--- src/rtl/i2c_mmio_arbiter.sv ---
// Two-requester arbiter for a shared I2C peripheral MMIO port.
// Ownership is held for whole transactions (request held high), handed over
// through a one-cycle GAP, with round-robin tie breaking and an idle watchdog
// that forcibly revokes a grant left unused for TIMEOUT_CYCLES owned cycles.
//
// state | meaning
// IDLE  | no owner, arbitrate among eligible requests
// OWN0  | requester 0 holds the peripheral
// OWN1  | requester 1 holds the peripheral
// GAP   | one dead cycle after release or revoke, no grants, no strobes
module i2c_mmio_arbiter #(
    parameter int unsigned TIMEOUT_CYCLES = 4096
) (
    input  logic        clk,
    input  logic        rst_n,

    input  logic        r0_req,
    output logic        r0_gnt,
    output logic        r0_timeout,
    input  logic [31:0] r0_data_in,
    input  logic [31:0] r0_config_in,
    input  logic        r0_data_wr,
    input  logic        r0_data_rd,
    input  logic        r0_config_wr,
    output logic [31:0] r0_data_out,
    output logic [31:0] r0_config_out,

    input  logic        r1_req,
    output logic        r1_gnt,
    output logic        r1_timeout,
    input  logic [31:0] r1_data_in,
    input  logic [31:0] r1_config_in,
    input  logic        r1_data_wr,
    input  logic        r1_data_rd,
    input  logic        r1_config_wr,
    output logic [31:0] r1_data_out,
    output logic [31:0] r1_config_out,

    output logic [31:0] data_in,
    output logic [31:0] config_in,
    output logic        data_wr,
    output logic        data_rd,
    output logic        config_wr,
    input  logic [31:0] data_out,
    input  logic [31:0] config_out
);

    // A zero timeout disables the watchdog; keep the counter one bit wide then.
    localparam int unsigned CW = (TIMEOUT_CYCLES > 0) ? $clog2(TIMEOUT_CYCLES + 1) : 1;

    typedef enum logic [1:0] {
        IDLE = 2'd0,
        OWN0 = 2'd1,
        OWN1 = 2'd2,
        GAP  = 2'd3
    } state_t;

    state_t          state;
    logic            last_served;
    logic            block_0;
    logic            block_1;
    logic [CW-1:0]   wd_cnt;

    logic            elig_0;
    logic            elig_1;
    logic            fwd_strobe;
    logic            wd_fire;

    // Strobes reach the peripheral only from the current owner; others are dropped.
    assign data_wr   = (r0_gnt & r0_data_wr)   | (r1_gnt & r1_data_wr);
    assign data_rd   = (r0_gnt & r0_data_rd)   | (r1_gnt & r1_data_rd);
    assign config_wr = (r0_gnt & r0_config_wr) | (r1_gnt & r1_config_wr);

    assign data_in   = r0_gnt ? r0_data_in   : (r1_gnt ? r1_data_in   : 32'd0);
    assign config_in = r0_gnt ? r0_config_in : (r1_gnt ? r1_config_in : 32'd0);

    assign r0_data_out   = r0_gnt ? data_out   : 32'd0;
    assign r0_config_out = r0_gnt ? config_out : 32'd0;
    assign r1_data_out   = r1_gnt ? data_out   : 32'd0;
    assign r1_config_out = r1_gnt ? config_out : 32'd0;

    assign elig_0     = r0_req & ~block_0;
    assign elig_1     = r1_req & ~block_1;
    assign fwd_strobe = data_wr | data_rd | config_wr;

    // Fires on the edge where the idle count would reach the limit; a strobe
    // in that same cycle counts as activity and suppresses the revoke.
    assign wd_fire = (TIMEOUT_CYCLES != 0) && !fwd_strobe &&
                     ((32'(wd_cnt) + 32'd1) == TIMEOUT_CYCLES);

    // Arbitration FSM with registered grants, timeout pulses and watchdog.
    always_ff @(posedge clk) begin
        if (!rst_n) begin
            state       <= IDLE;
            r0_gnt      <= 1'b0;
            r1_gnt      <= 1'b0;
            r0_timeout  <= 1'b0;
            r1_timeout  <= 1'b0;
            block_0     <= 1'b0;
            block_1     <= 1'b0;
            last_served <= 1'b1;
            wd_cnt      <= '0;
        end else begin
            r0_timeout <= 1'b0;
            r1_timeout <= 1'b0;
            // A blocked requester rearms once it has dropped req for a cycle.
            if (!r0_req) block_0 <= 1'b0;
            if (!r1_req) block_1 <= 1'b0;

            case (state)
                IDLE: begin
                    if (elig_0 && (!elig_1 || last_served)) begin
                        state       <= OWN0;
                        r0_gnt      <= 1'b1;
                        last_served <= 1'b0;
                        wd_cnt      <= '0;
                    end else if (elig_1) begin
                        state       <= OWN1;
                        r1_gnt      <= 1'b1;
                        last_served <= 1'b1;
                        wd_cnt      <= '0;
                    end
                end
                OWN0: begin
                    if (!r0_req) begin
                        state  <= GAP;
                        r0_gnt <= 1'b0;
                    end else if (wd_fire) begin
                        state      <= GAP;
                        r0_gnt     <= 1'b0;
                        r0_timeout <= 1'b1;
                        block_0    <= 1'b1;
                    end else if (fwd_strobe) begin
                        wd_cnt <= '0;
                    end else if (TIMEOUT_CYCLES != 0) begin
                        wd_cnt <= wd_cnt + CW'(1);
                    end
                end
                OWN1: begin
                    if (!r1_req) begin
                        state  <= GAP;
                        r1_gnt <= 1'b0;
                    end else if (wd_fire) begin
                        state      <= GAP;
                        r1_gnt     <= 1'b0;
                        r1_timeout <= 1'b1;
                        block_1    <= 1'b1;
                    end else if (fwd_strobe) begin
                        wd_cnt <= '0;
                    end else if (TIMEOUT_CYCLES != 0) begin
                        wd_cnt <= wd_cnt + CW'(1);
                    end
                end
                GAP: begin
                    state <= IDLE;
                end
                default: begin
                    state  <= IDLE;
                    r0_gnt <= 1'b0;
                    r1_gnt <= 1'b0;
                end
            endcase
        end
    end

endmodule

--- config.mk ---
export PLATFORM = sky130hd
export DESIGN_NAME = i2c_mmio_arbiter
export DESIGN_NICKNAME = d
export VERILOG_FILES = /design/src/rtl/i2c_mmio_arbiter.sv
export SDC_FILE = /design/constraint.sdc
export NUM_CORES = 1
export LEC_CHECK = 0
export BUFFER_PORTS_ARGS = -buffer_cell sky130_fd_sc_hd__buf_2
export CAP_MARGIN = 40
export CORE_AREA = 2 2 157 159
export CTS_CLUSTER_DIAMETER = 120
export CTS_CLUSTER_SIZE = 12
export DETAILED_ROUTE_END_ITERATION = 8
export DIE_AREA = 0 0 159 161
export GPL_TIMING_DRIVEN = 1
export SLEW_MARGIN = 20
export SYNTH_ARGS = -nofsm -noshare
export SYNTH_HDL_FRONTEND = slang
export SYNTH_SLANG_ARGS = --single-unit
--- constraint.sdc ---
create_clock -name clk -period 2.9 [get_ports clk]
set_input_delay 0.29 -clock clk [delete_from_list [all_inputs] [get_ports clk]]
set_output_delay 0.29 -clock clk [all_outputs]
set_load 0.02 [all_outputs]
==> results.json <==
{
  "place_inst": 1093,
  "fin_worst_skew_ps": 1.22,
  "cts_hold_buffers": 0,
  "synth_most_common_cell": "and2_1",
  "post-route-drc-count": 0,
  "max_stage_delay_ps": 440,
  "power_frac_clock": 0.095,
  "setup_viol": 0,
  "clk_pin_slew_ps": 60,
  "synthCells": 402,
  "dpl.hpwl_um": 16000,
  "status": "finished clean",
  "firstDrtPassIters": 4,
  "syn_avg_cell_area_um2": 7.28,
  "hold_class": "in -> reg",
  "clock_sinks": 22,
  "power.density_nw_per_um2": 651,
  "synthTopCellsByCount": "and2_1, a22o_1, clkbuf_1",
  "drive_above_1_share": 0.549,
  "required_ps": 3100,
  "netlist.area_leader.share": 0.274,
  "seq_area_frac_synth": 0.150,
  "cts_buffer_depth": 2,
  "vias": 4466,
  "synth.net_count": 609,
  "path_buf_inv": 0,
  "hold_viol": 0,
  "rsz0062_at_grt": "false",
  "synth_cell_types": 49,
  "overflow": 0,
  "drt-initial-drc-count": 167,
  "final_nets": 981,
  "p_int_mw": 1.52,
  "core_um2": 24000,
  "cts_buffers": 3,
  "ys.flop_type": "dfxtp_1",
  "yosysWarnings": 0,
  "switching_power_mw": 1.95,
  "pwr-share-seq": 0.112,
  "cts_setup_buffers": 0,
  "fin_crit_ps": 2500,
  "die_x_um": 159,
  "cts_tree": "done",
  "ir_drop_mv": 0.263,
  "wl_per_cell_um": 16.8,
  "tns_ps": 0,
  "grt_max_degree": 61,
  "synth_area_leader_cell": "and2_1",
  "critical-path-top-delay-family": "simple AND/OR/NAND/NOR gates",
  "slew_violations": 0,
  "synthToLayoutAreaGrowth_pct": 81.7,
  "start_util": 0.122,
  "ant_nets": 0,
  "place.gp.congestion": 0.799,
  "antenna_found_initial": 6,
  "synth-edff-count": 0,
  "fmax_ghz": 0.399,
  "drt_wl_total_um": 18500,
  "postCtsResizedCells": 0,
  "grt_pass1_vias": 4113,
  "relSlewSlack": 0.552,
  "htree_levels": 1,
  "yosys-top-cells-area": "and2_1, a22o_1, dfxtp_1",
  "port_buffers": 400,
  "critPathArrivalTime_ps": 2710,
  "startpoint_type": "flop",
  "tightest_slew_ps": 670,
  "worstPathCellList": "ha_1 -> nand2_1 -> nor4_4 -> o21a_1 -> nand4_2 -> o21ai_4 -> and2_4 -> a211o_1",
  "clk-insertion-delay-late_ps": 260,
  "viasPerCell": 4.05,
  "placementRows": 57,
  "async_flop_share": 0,
  "maxCapViolCount": 0,
  "ys_seq_elements": 22,
  "swShare": 0.562,
  "root_buffer": "clkbuf_16",
  "worstSetupEndpointType": "flop",
  "crit_path_max_fanout": 16,
  "die-area_um2": 25600,
  "place_area_um2": 5220,
  "comb_power_share": 0.794,
  "final_cells": 1103,
  "critical_path_class": "reg -> reg",
  "crit_path_top_delay_cell": "dfxtp_1",
  "design_area_um2": 5320,
  "finalCritPeriodShare": 0.864,
  "fillCellCount": 2729,
  "netlist_area_um2": 2930,
  "groute.usage.overall": 0.132,
  "p_leak_nw": 3.02,
  "die_h_um": 161,
  "grt_pass1_wl_um": 25900,
  "ios": 401
}
## power by group through the flow
stage	Clock (mW)	Sequential, mW	Combinational [mW]
6_report	0.328	0.387	2.75
2_1_floorplan	0	0.366	1.78
5_1_grt	0.346	0.398	2.93
3_3_place_gp	0	0.390	2.75
3_5_place_dp	0	0.397	2.77
4_1_cts	0.334	0.390	2.77
## per-layer routing
layer | share of wire | GRT usage | vias to the layer above | wire (um)
li1 | - | - | 2180 | -
met1 | 0.42 | 0.169 | 2067 | 7840
met2 | 0.48 | 0.225 | 209 | 8870
met3 | 0.088 | 0.0452 | 8 | 1640
met4 | 0.0069 | 0.0107 | 2 | 127
met5 | 0.00070 | 0 | - | 13
## final timing paths
check            start   endpoint  slack, ps  cells after the start
max          wd_cnt[0]  wd_cnt[4]        400                      8
min             r0_req    block_0        300                      3
max reg2reg  wd_cnt[0]  wd_cnt[4]        400                      8
min reg2reg    block_0    block_0        480                      2
## area by class of cell
class / count / area (um2) / area share
inverters: 9 / 33.8 / 0.00635
diodes: 6 / 15.0 / 0.00282
multi-input cells: 333 / 2280 / 0.428
flip-flops and latches: 22 / 445 / 0.0837
well taps: 324 / 405 / 0.0762
clock buffers: 4 / 88.8 / 0.0167
repair buffers: 405 / 2050 / 0.386
## cells in the final DEF (no fill, tap or decap), types with 2 or more instances in the layout
master / netlist / routed
a21oi_1: 4 / 4
inv_1: 8 / 8
and2_1: 128 / 128
nand4_2: 2 / 2
buf_4: 1 / 4
o41ai_1: 2 / 2
a21o_1: 3 / 3
o21ai_0: 13 / 13
and3_1: 6 / 6
dfxtp_1: 22 / 20
ha_1: 5 / 5
nor3_1: 11 / 11
nand4_1: 3 / 3
buf_2: 1 / 400
nor2_1: 15 / 15
xnor2_1: 3 / 3
a22o_1: 68 / 68
nand3_1: 13 / 13
clkbuf_16: 0 / 3
diode_2: 0 / 6
o22a_1: 7 / 7
o21ai_1: 3 / 3
nand2b_1: 2 / 2
a211o_1: 2 / 2
o31ai_1: 2 / 2
nand2_1: 20 / 20
## tightest hold or removal path: cells and delay by family
family | cells | cell delay (ps)
simple gates | 2 | 120
buf+inv | 1 | 110
## flip-flops by register name, indices dropped and copies added (netlist names)
| name | count |
|---|---|
| state | 2 |
| last_served | 1 |
| r1_timeout | 1 |
| block_1 | 1 |
| block_0 | 1 |
| r0_gnt | 1 |
| r0_timeout | 1 |
| r1_gnt | 1 |
| wd_cnt | 13 |
## cells by family (layout without fill, tap and decap cells)
logic type	after synthesis	count (layout)	share of synthesized area
simple gates	209	209	0.420
compound gates	115	115	0.322
buf+inv	47	418	0.0735
flops	22	22	0.150
fa+ha+maj	5	5	0.0214
xor+xnor	4	4	0.0120
other cells	0	6	0
## stage by stage
step | setup WS [ps] | util | hold slack [ps] | power, mW
detailed placement | 431 | 0.218 | 473 | 3.17
global route | 176 | 0.222 | 309 | 3.68
finish | 395 | 0.222 | 300 | 3.46
floorplan | 802 | - | 431 | 2.14
global placement | 484 | 0.218 | 466 | 3.14
CTS | 421 | 0.221 | 297 | 3.50
No activity file was read; power rests on OpenSTA's default activity.
